===== config.mk =====
export PLATFORM = sky130hd
export DESIGN_NAME = alu_issue_stage_flat
export DESIGN_NICKNAME = d
export VERILOG_FILES = /design/src/rtl/alu_issue_stage_if.sv /design/src/rtl/alu_issue_stage.sv /design/src/flat_wrapper.sv
export SDC_FILE = /design/constraint.sdc
export NUM_CORES = 1
export LEC_CHECK = 0
export CAP_MARGIN = 10
export CELL_PAD_IN_SITES_DETAIL_PLACEMENT = 0
export CELL_PAD_IN_SITES_GLOBAL_PLACEMENT = 1
export CORE_MARGIN = 5
export CORE_UTILIZATION = 40
export CTS_CLUSTER_SIZE = 12
export DETAILED_ROUTE_END_ITERATION = 16
export DONT_BUFFER_PORTS = 1
export GPL_ROUTABILITY_DRIVEN = 0
export PLACE_DENSITY = 0.81
export SETUP_SLACK_MARGIN = 0.1
export SKIP_LAST_GASP = 1
export SYNTH_ARGS = -nofsm -noshare
export SYNTH_HDL_FRONTEND = slang
export SYNTH_SLANG_ARGS = --single-unit

===== constraint.sdc =====
create_clock -name clk -period 2.2 [get_ports clk]
set_input_delay 0.44 -clock clk [delete_from_list [all_inputs] [get_ports clk]]
set_output_delay 0.44 -clock clk [all_outputs]
set_load 0.02 [all_outputs]

===== src/rtl/alu_issue_stage_if.sv =====
// Issue-stage bus: upstream instruction beat in, registered ALU operands out.
// master drives instructions and out_ready; slave is the issue stage itself.
interface alu_issue_stage_if #(
  parameter int XLEN      = 32,
  parameter int ILL_CNT_W = 8
);
  logic                 in_valid;
  logic                 in_ready;
  logic [31:0]          in_instr;
  logic [XLEN-1:0]      in_pc;
  logic [XLEN-1:0]      in_rs1;
  logic [XLEN-1:0]      in_rs2;
  logic                 out_valid;
  logic                 out_ready;
  logic [XLEN-1:0]      out_a;
  logic [XLEN-1:0]      out_b;
  logic [3:0]           out_aluop;
  logic [XLEN-1:0]      out_imm;
  logic [XLEN-1:0]      out_rs2;
  logic [4:0]           out_rd;
  logic                 out_regwrite;
  logic                 out_illegal;
  logic [ILL_CNT_W-1:0] ill_count;

  modport master (
    output in_valid, in_instr, in_pc, in_rs1, in_rs2, out_ready,
    input  in_ready, out_valid, out_a, out_b, out_aluop, out_imm, out_rs2,
           out_rd, out_regwrite, out_illegal, ill_count
  );

  modport slave (
    input  in_valid, in_instr, in_pc, in_rs1, in_rs2, out_ready,
    output in_ready, out_valid, out_a, out_b, out_aluop, out_imm, out_rs2,
           out_rd, out_regwrite, out_illegal, ill_count
  );
endinterface


===== src/rtl/alu_issue_stage.sv =====
// RV32I decode/issue into registered ALU operands; 1-cycle latency, one-entry output register.
// Backpressure: in_ready = !out_valid || out_ready, so drain and load overlap without bubbles.
module alu_issue_stage #(
  parameter int XLEN      = 32,
  parameter int ILL_CNT_W = 8
) (
  input  logic              clk,
  input  logic              rst_n,
  alu_issue_stage_if.slave  bus
);

  localparam logic [6:0] OPC_OP     = 7'b0110011;
  localparam logic [6:0] OPC_OPIMM  = 7'b0010011;
  localparam logic [6:0] OPC_LOAD   = 7'b0000011;
  localparam logic [6:0] OPC_STORE  = 7'b0100011;
  localparam logic [6:0] OPC_BRANCH = 7'b1100011;
  localparam logic [6:0] OPC_LUI    = 7'b0110111;
  localparam logic [6:0] OPC_AUIPC  = 7'b0010111;
  localparam logic [6:0] OPC_JAL    = 7'b1101111;
  localparam logic [6:0] OPC_JALR   = 7'b1100111;

  localparam logic [3:0] ALU_ADD   = 4'b0000;
  localparam logic [3:0] ALU_SUB   = 4'b1000;
  localparam logic [3:0] ALU_SLT   = 4'b0010;
  localparam logic [3:0] ALU_SLTU  = 4'b0011;
  localparam logic [3:0] ALU_PASSB = 4'b1111;

  localparam logic [6:0] F7_BASE = 7'b0000000;
  localparam logic [6:0] F7_ALT  = 7'b0100000;

  typedef struct packed {
    logic [XLEN-1:0] a;
    logic [XLEN-1:0] b;
    logic [3:0]      aluop;
    logic [XLEN-1:0] imm;
    logic [XLEN-1:0] rs2;
    logic [4:0]      rd;
    logic            regwrite;
    logic            illegal;
  } issue_t;

  logic [31:0] instr;
  logic [6:0]  opcode;
  logic [2:0]  funct3;
  logic [6:0]  funct7;
  logic [4:0]  rd;

  assign instr  = bus.in_instr;
  assign opcode = instr[6:0];
  assign funct3 = instr[14:12];
  assign funct7 = instr[31:25];
  assign rd     = instr[11:7];

  logic [XLEN-1:0] imm_i, imm_s, imm_b, imm_u, imm_j;

  assign imm_i = {{20{instr[31]}}, instr[31:20]};
  assign imm_s = {{20{instr[31]}}, instr[31:25], instr[11:7]};
  assign imm_b = {{19{instr[31]}}, instr[31], instr[7], instr[30:25], instr[11:8], 1'b0};
  assign imm_u = {instr[31:12], 12'b0};
  assign imm_j = {{11{instr[31]}}, instr[31], instr[19:12], instr[20], instr[30:21], 1'b0};

  issue_t dec;
  logic   illegal;
  logic   writes;
  logic   is_shift;

  always_comb begin
    dec      = '0;
    illegal  = 1'b0;
    writes   = 1'b0;
    is_shift = 1'b0;
    dec.rd   = rd;
    dec.rs2  = bus.in_rs2;

    case (opcode)
      OPC_OP: begin
        dec.a     = bus.in_rs1;
        dec.b     = bus.in_rs2;
        dec.aluop = {instr[30], funct3};
        writes    = 1'b1;
        is_shift  = (funct3 == 3'b001) || (funct3 == 3'b101);
        illegal   = !((funct7 == F7_BASE) ||
                      (funct7 == F7_ALT && (funct3 == 3'b000 || funct3 == 3'b101)));
      end
      OPC_OPIMM: begin
        dec.a     = bus.in_rs1;
        dec.b     = imm_i;
        dec.imm   = imm_i;
        dec.aluop = {(funct3 == 3'b101) && instr[30], funct3};
        writes    = 1'b1;
        is_shift  = (funct3 == 3'b001) || (funct3 == 3'b101);
        // The upper immediate bits of shifts are funct7 and must be a known pattern.
        if (funct3 == 3'b001)
          illegal = (funct7 != F7_BASE);
        else if (funct3 == 3'b101)
          illegal = !((funct7 == F7_BASE) || (funct7 == F7_ALT));
      end
      OPC_LOAD: begin
        dec.a     = bus.in_rs1;
        dec.b     = imm_i;
        dec.imm   = imm_i;
        dec.aluop = ALU_ADD;
        writes    = 1'b1;
      end
      OPC_STORE: begin
        dec.a     = bus.in_rs1;
        dec.b     = imm_s;
        dec.imm   = imm_s;
        dec.aluop = ALU_ADD;
      end
      OPC_BRANCH: begin
        dec.a   = bus.in_rs1;
        dec.b   = bus.in_rs2;
        dec.imm = imm_b;
        case (funct3)
          3'b000, 3'b001: dec.aluop = ALU_SUB;
          3'b100, 3'b101: dec.aluop = ALU_SLT;
          3'b110, 3'b111: dec.aluop = ALU_SLTU;
          default:        illegal   = 1'b1;
        endcase
      end
      OPC_LUI: begin
        dec.b     = imm_u;
        dec.imm   = imm_u;
        dec.aluop = ALU_PASSB;
        writes    = 1'b1;
      end
      OPC_AUIPC: begin
        dec.a     = bus.in_pc;
        dec.b     = imm_u;
        dec.imm   = imm_u;
        dec.aluop = ALU_ADD;
        writes    = 1'b1;
      end
      OPC_JAL: begin
        // The ALU computes the link value pc+4; the target adder uses out_imm.
        dec.a     = bus.in_pc;
        dec.b     = 32'd4;
        dec.imm   = imm_j;
        dec.aluop = ALU_ADD;
        writes    = 1'b1;
      end
      OPC_JALR: begin
        dec.a     = bus.in_pc;
        dec.b     = 32'd4;
        dec.imm   = imm_i;
        dec.aluop = ALU_ADD;
        writes    = 1'b1;
        illegal   = (funct3 != 3'b000);
      end
      default: illegal = 1'b1;
    endcase

    // The ALU shifts by the whole of B, so only the shamt field may reach it.
    if (is_shift)
      dec.b = {{(XLEN-5){1'b0}}, dec.b[4:0]};

    // Illegal ops carry no operands or immediate; rd and rs2 still pass through.
    if (illegal) begin
      dec.a     = '0;
      dec.b     = '0;
      dec.imm   = '0;
      dec.aluop = ALU_PASSB;
      writes    = 1'b0;
    end

    dec.illegal  = illegal;
    dec.regwrite = writes && (rd != 5'd0);
  end

  issue_t               held;
  logic                 vld;
  logic [ILL_CNT_W-1:0] ill_q;
  logic                 load;

  assign bus.in_ready = !vld || bus.out_ready;
  assign load         = bus.in_valid && bus.in_ready;

  always_ff @(posedge clk) begin
    if (!rst_n) begin
      vld   <= 1'b0;
      held  <= '0;
      ill_q <= '0;
    end else begin
      if (load) begin
        held <= dec;
        vld  <= 1'b1;
        if (dec.illegal && (ill_q != {ILL_CNT_W{1'b1}}))
          ill_q <= ill_q + 1'b1;
      end else if (bus.out_ready) begin
        vld <= 1'b0;
      end
    end
  end

  assign bus.out_valid    = vld;
  assign bus.out_a        = held.a;
  assign bus.out_b        = held.b;
  assign bus.out_aluop    = held.aluop;
  assign bus.out_imm      = held.imm;
  assign bus.out_rs2      = held.rs2;
  assign bus.out_rd       = held.rd;
  assign bus.out_regwrite = held.regwrite;
  assign bus.out_illegal  = held.illegal;
  assign bus.ill_count    = ill_q;

endmodule

===== src/flat_wrapper.sv =====
// flat-port wrapper written by rule: the top's interface ports become plain ports
module alu_issue_stage_flat 
#(
  parameter int XLEN      = 32,
  parameter int ILL_CNT_W = 8
)
  (clk, rst_n, bus_in_valid, bus_in_instr, bus_in_pc, bus_in_rs1, bus_in_rs2, bus_out_ready, bus_in_ready, bus_out_valid, bus_out_a, bus_out_b, bus_out_aluop, bus_out_imm, bus_out_rs2, bus_out_rd, bus_out_regwrite, bus_out_illegal, bus_ill_count);
  alu_issue_stage_if #(.XLEN(XLEN), .ILL_CNT_W(ILL_CNT_W)) bus_i ();
  input  logic clk;
  input  logic rst_n;
  input wire logic [$bits(bus_i.in_valid)-1:0] bus_in_valid;
  input wire logic [$bits(bus_i.in_instr)-1:0] bus_in_instr;
  input wire logic [$bits(bus_i.in_pc)-1:0] bus_in_pc;
  input wire logic [$bits(bus_i.in_rs1)-1:0] bus_in_rs1;
  input wire logic [$bits(bus_i.in_rs2)-1:0] bus_in_rs2;
  input wire logic [$bits(bus_i.out_ready)-1:0] bus_out_ready;
  output wire logic [$bits(bus_i.in_ready)-1:0] bus_in_ready;
  output wire logic [$bits(bus_i.out_valid)-1:0] bus_out_valid;
  output wire logic [$bits(bus_i.out_a)-1:0] bus_out_a;
  output wire logic [$bits(bus_i.out_b)-1:0] bus_out_b;
  output wire logic [$bits(bus_i.out_aluop)-1:0] bus_out_aluop;
  output wire logic [$bits(bus_i.out_imm)-1:0] bus_out_imm;
  output wire logic [$bits(bus_i.out_rs2)-1:0] bus_out_rs2;
  output wire logic [$bits(bus_i.out_rd)-1:0] bus_out_rd;
  output wire logic [$bits(bus_i.out_regwrite)-1:0] bus_out_regwrite;
  output wire logic [$bits(bus_i.out_illegal)-1:0] bus_out_illegal;
  output wire logic [$bits(bus_i.ill_count)-1:0] bus_ill_count;
  assign bus_i.in_valid = bus_in_valid;
  assign bus_i.in_instr = bus_in_instr;
  assign bus_i.in_pc = bus_in_pc;
  assign bus_i.in_rs1 = bus_in_rs1;
  assign bus_i.in_rs2 = bus_in_rs2;
  assign bus_i.out_ready = bus_out_ready;
  assign bus_in_ready = bus_i.in_ready;
  assign bus_out_valid = bus_i.out_valid;
  assign bus_out_a = bus_i.out_a;
  assign bus_out_b = bus_i.out_b;
  assign bus_out_aluop = bus_i.out_aluop;
  assign bus_out_imm = bus_i.out_imm;
  assign bus_out_rs2 = bus_i.out_rs2;
  assign bus_out_rd = bus_i.out_rd;
  assign bus_out_regwrite = bus_i.out_regwrite;
  assign bus_out_illegal = bus_i.out_illegal;
  assign bus_ill_count = bus_i.ill_count;
  alu_issue_stage #(.XLEN(XLEN), .ILL_CNT_W(ILL_CNT_W)) u_core (.clk(clk), .rst_n(rst_n), .bus(bus_i));
endmodule

==> results_dict.tcl <==
set metrics [dict create \
    finalHoldViolCount 0 \
    clk_pin_slew_ns 0.07 \
    hold_class "in -> reg" \
    drc_errors 0 \
    areaGrowthSynthToFinish_pct 15.76 \
    grt_pass1_vias 5340 \
    relSlewSlack_pct 49.85 \
    synthArstFlopShare_pct 0 \
    ys_warn_count 0 \
    period_minus_slack_ns 1.881 \
    end_kind "register" \
    final_cells 924 \
    drtIter0Drc 406 \
    core_mm2 0.01515 \
    fp.dieW_um 134.0 \
    ir_worst_vdd_uv 472.2 \
    synth_enable_flop_cells 0 \
    worst_pin_slew_ns 0.7515 \
    rr_worst_depth 6 \
    holdPathStages 2 \
    cts.sinks 148 \
    status "finished clean" \
    ys_ff_latch 148 \
    place_inst 892 \
    start_util_pct 40.63 \
    numPortBuffers 0 \
    drv_slew 0 \
    vias 5552 \
    die_y_um 134.0 \
    cts-root-buf "clkbuf_16" \
    track_usage_pct 22.37 \
    ys_seq_area_share_pct 48.15 \
    p_comb_share_pct 4.8 \
    cp-start-kind "primary input" \
    wl_um 20980 \
    fillers 1446 \
    antenna_found_initial 0 \
    clock_tree.buffer_depth 2 \
    switchingPower_mw 1.482 \
    period_share_pct 85.49 \
    switching_share_pct 23.82 \
    fmax_mhz 531.7 \
    setup_violations 0 \
    ant_nets 0 \
    seqPwrFrac_pct 45.7 \
    cts-htree-levels 4 \
    required_ns 2.55 \
    postCtsHoldBufs 0 \
    ys_types 57 \
    cts_made_buffers 17 \
    skew_ns 0.005894 \
    grt-ovfl-total 0 \
    postCtsSetupBuffers 0 \
    grt_start_max_net_pins 62 \
    hpwl_um 15850 \
    firstDrtPassIters 6 \
    clock_latency_ns 0.42 \
    fin_util_pct 47.03 \
    wl_per_cell_um 22.71 \
    synth.avg_cell_area_um2 8.441 \
    path_max_fanout 15 \
    cp.arrival_ns 2.23 \
    io-pin-count 281 \
    p_int_mw 4.741 \
    syn-cell-area_mm2 0.006153 \
    drive_gt1_share_pct 13.59 \
    cts_resized 0 \
    cap_violations 0 \
    cts_tree "done" \
    synth_fp_nets 862 \
    finalHoldWorstSlack_ns 0.1480 \
    power.share.clock_pct 49.5 \
    crit_type "in -> reg" \
    powerDensity_mw_per_mm2 873.7 \
    power_mw 6.223 \
    p_leak_nw 2.411 \
    rsz0062_at_grt "false" \
    synthFlopType "dfxtp_1" \
    nets 856 \
    avgViaCountPerCell 6.009 \
    diodes 0 \
    grt_pass1_wl_um 31210 \
    die-area_mm2 0.01796 \
    syn_inst 729 \
    num_rows 45 \
]
cell type report:
type | count | area (um^2) | area share, %
Timing Repair Buffer | 32 | 327.8 | 4.602
Sequential cell | 148 | 2963 | 41.59
Tap cell | 188 | 235.2 | 3.302
Inverter | 3 | 11.26 | 0.1581
Clock buffer | 20 | 466.7 | 6.552
Clock inverter | 12 | 165.2 | 2.319
Multi-Input combinational cell | 521 | 2954 | 41.47
synth_stat cells (3+ instances only):
| cell type | n | area (um^2) |
|---|---|---|
| or4_1 | 5 | 37.54 |
| a21o_1 | 3 | 22.52 |
| o221a_2 | 4 | 45.04 |
| nand2_1 | 182 | 683.2 |
| o31ai_1 | 3 | 22.52 |
| and2_1 | 3 | 18.77 |
| o21ai_1 | 3 | 15.01 |
| a22o_1 | 8 | 70.07 |
| a21oi_1 | 71 | 355.3 |
| a22oi_1 | 43 | 322.8 |
| buf_6 | 3 | 33.78 |
| nor2_1 | 14 | 52.55 |
| o21ai_0 | 86 | 430.4 |
| nand4_1 | 3 | 18.77 |
| dfxtp_1 | 148 | 2963 |
| o21ai_2 | 10 | 87.58 |
| buf_2 | 7 | 35.03 |
| mux2i_1 | 4 | 40.04 |
| nand3_1 | 10 | 50.05 |
| clkbuf_1 | 44 | 165.2 |
| a221oi_1 | 19 | 166.4 |
| nand2b_1 | 9 | 56.30 |
critical path, stage by stage:
cell and delay (ns):
and4bb_1 0.41, nand3_1 0.12, a21o_1 0.21, and3b_1 0.23
buf_12 0.16, or4_1 0.51, a21oi_1 0.15
kinds of logic after synthesis:
family | Yosys count | share of synthesized area, %
flip-flops | 148 | 48.15
buffers and inverters | 60 | 4.229
adder cells (fa/ha/maj) | 1 | 0.2033
XOR/XNOR | 1 | 0.1424
AO/OA/AOI/OAI | 265 | 27.76
multiplexers | 4 | 0.6507
AND/OR/NAND/NOR | 250 | 18.87
power by group through the flow:
stage,Combinational [mW],Clock (mW),Sequential (mW)
CTS,0.299,3.14,2.85
finish,0.297,3.08,2.84
global placement,0.289,0,2.90
detailed placement,0.301,0,2.90
floorplan,0.232,0,2.89
global route,0.330,3.26,2.85
per-stage QoR:
stage / TNS, ns / cell area (um^2) / worst slack (ns)
after global routing: 0 / 7123 / 0.2105
after floorplan: 0 / 6181 / 0.007291
final: 0 / 7123 / 0.3191
after detailed placement: -1.581 / 6491 / -0.1368
after global placement: -0.2936 / 6491 / -0.06634
after CTS: 0 / 7123 / 0.3275
sequential cells by signal, indices dropped and copies added, names as in the netlist:
name / cells
u_core.bus.ill_count: 8
u_core.bus.out_a: 32
u_core.bus.out_aluop: 4
u_core.bus.out_b: 32
u_core.bus.out_rd: 5
u_core.bus.out_illegal: 1
u_core.bus.out_imm: 32
u_core.bus.out_rs2: 32
u_core.bus.out_regwrite: 1
u_core.bus.out_valid: 1
cells in the final DEF, fill, tap and decap left out, types with 8 or more instances in the layout:
cell       Yosys  layout
buf_4          1      25
nand3_1       10      10
o21ai_0       86      85
dfxtp_1      148     148
a221oi_1      19      19
o21ai_2       10      11
nand2b_1       9       9
a22oi_1       43      43
nand2_1      182     181
clkbuf_16      0      17
nor2_1        14      12
a21oi_1       71      71
a22o_1         8       8
per-layer routing:
metal,up-vias,GRT usage (%),part of all wire [%],wire length (um)
met3,41,10.65,13,2743
met4,0,9.106,2.6,536
li1,2594,-,-,-
met5,-,0,0,0
met1,2602,26.15,38,7933
met2,315,35.43,47,9769
path summary, 6_finish.rpt:
path,end,slack [ns],startpoint
worst min register to register,u_core.bus.out_rs2[23]$_SDFFE_PN0P_,0.56,u_core.bus.out_rs2[23]$_SDFFE_PN0P_
worst min-delay path,u_core.bus.out_rs2[0]$_SDFFE_PN0P_,0.15,bus_in_rs2[0]
worst max register to register,u_core.bus.ill_count[3]$_SDFFE_PN0P_,0.34,u_core.bus.ill_count[0]$_SDFFE_PN0P_
worst max-delay path,u_core.bus.ill_count[7]$_SDFFE_PN0P_,0.32,bus_in_instr[2]
No activity file was read; power rests on OpenSTA's default activity.
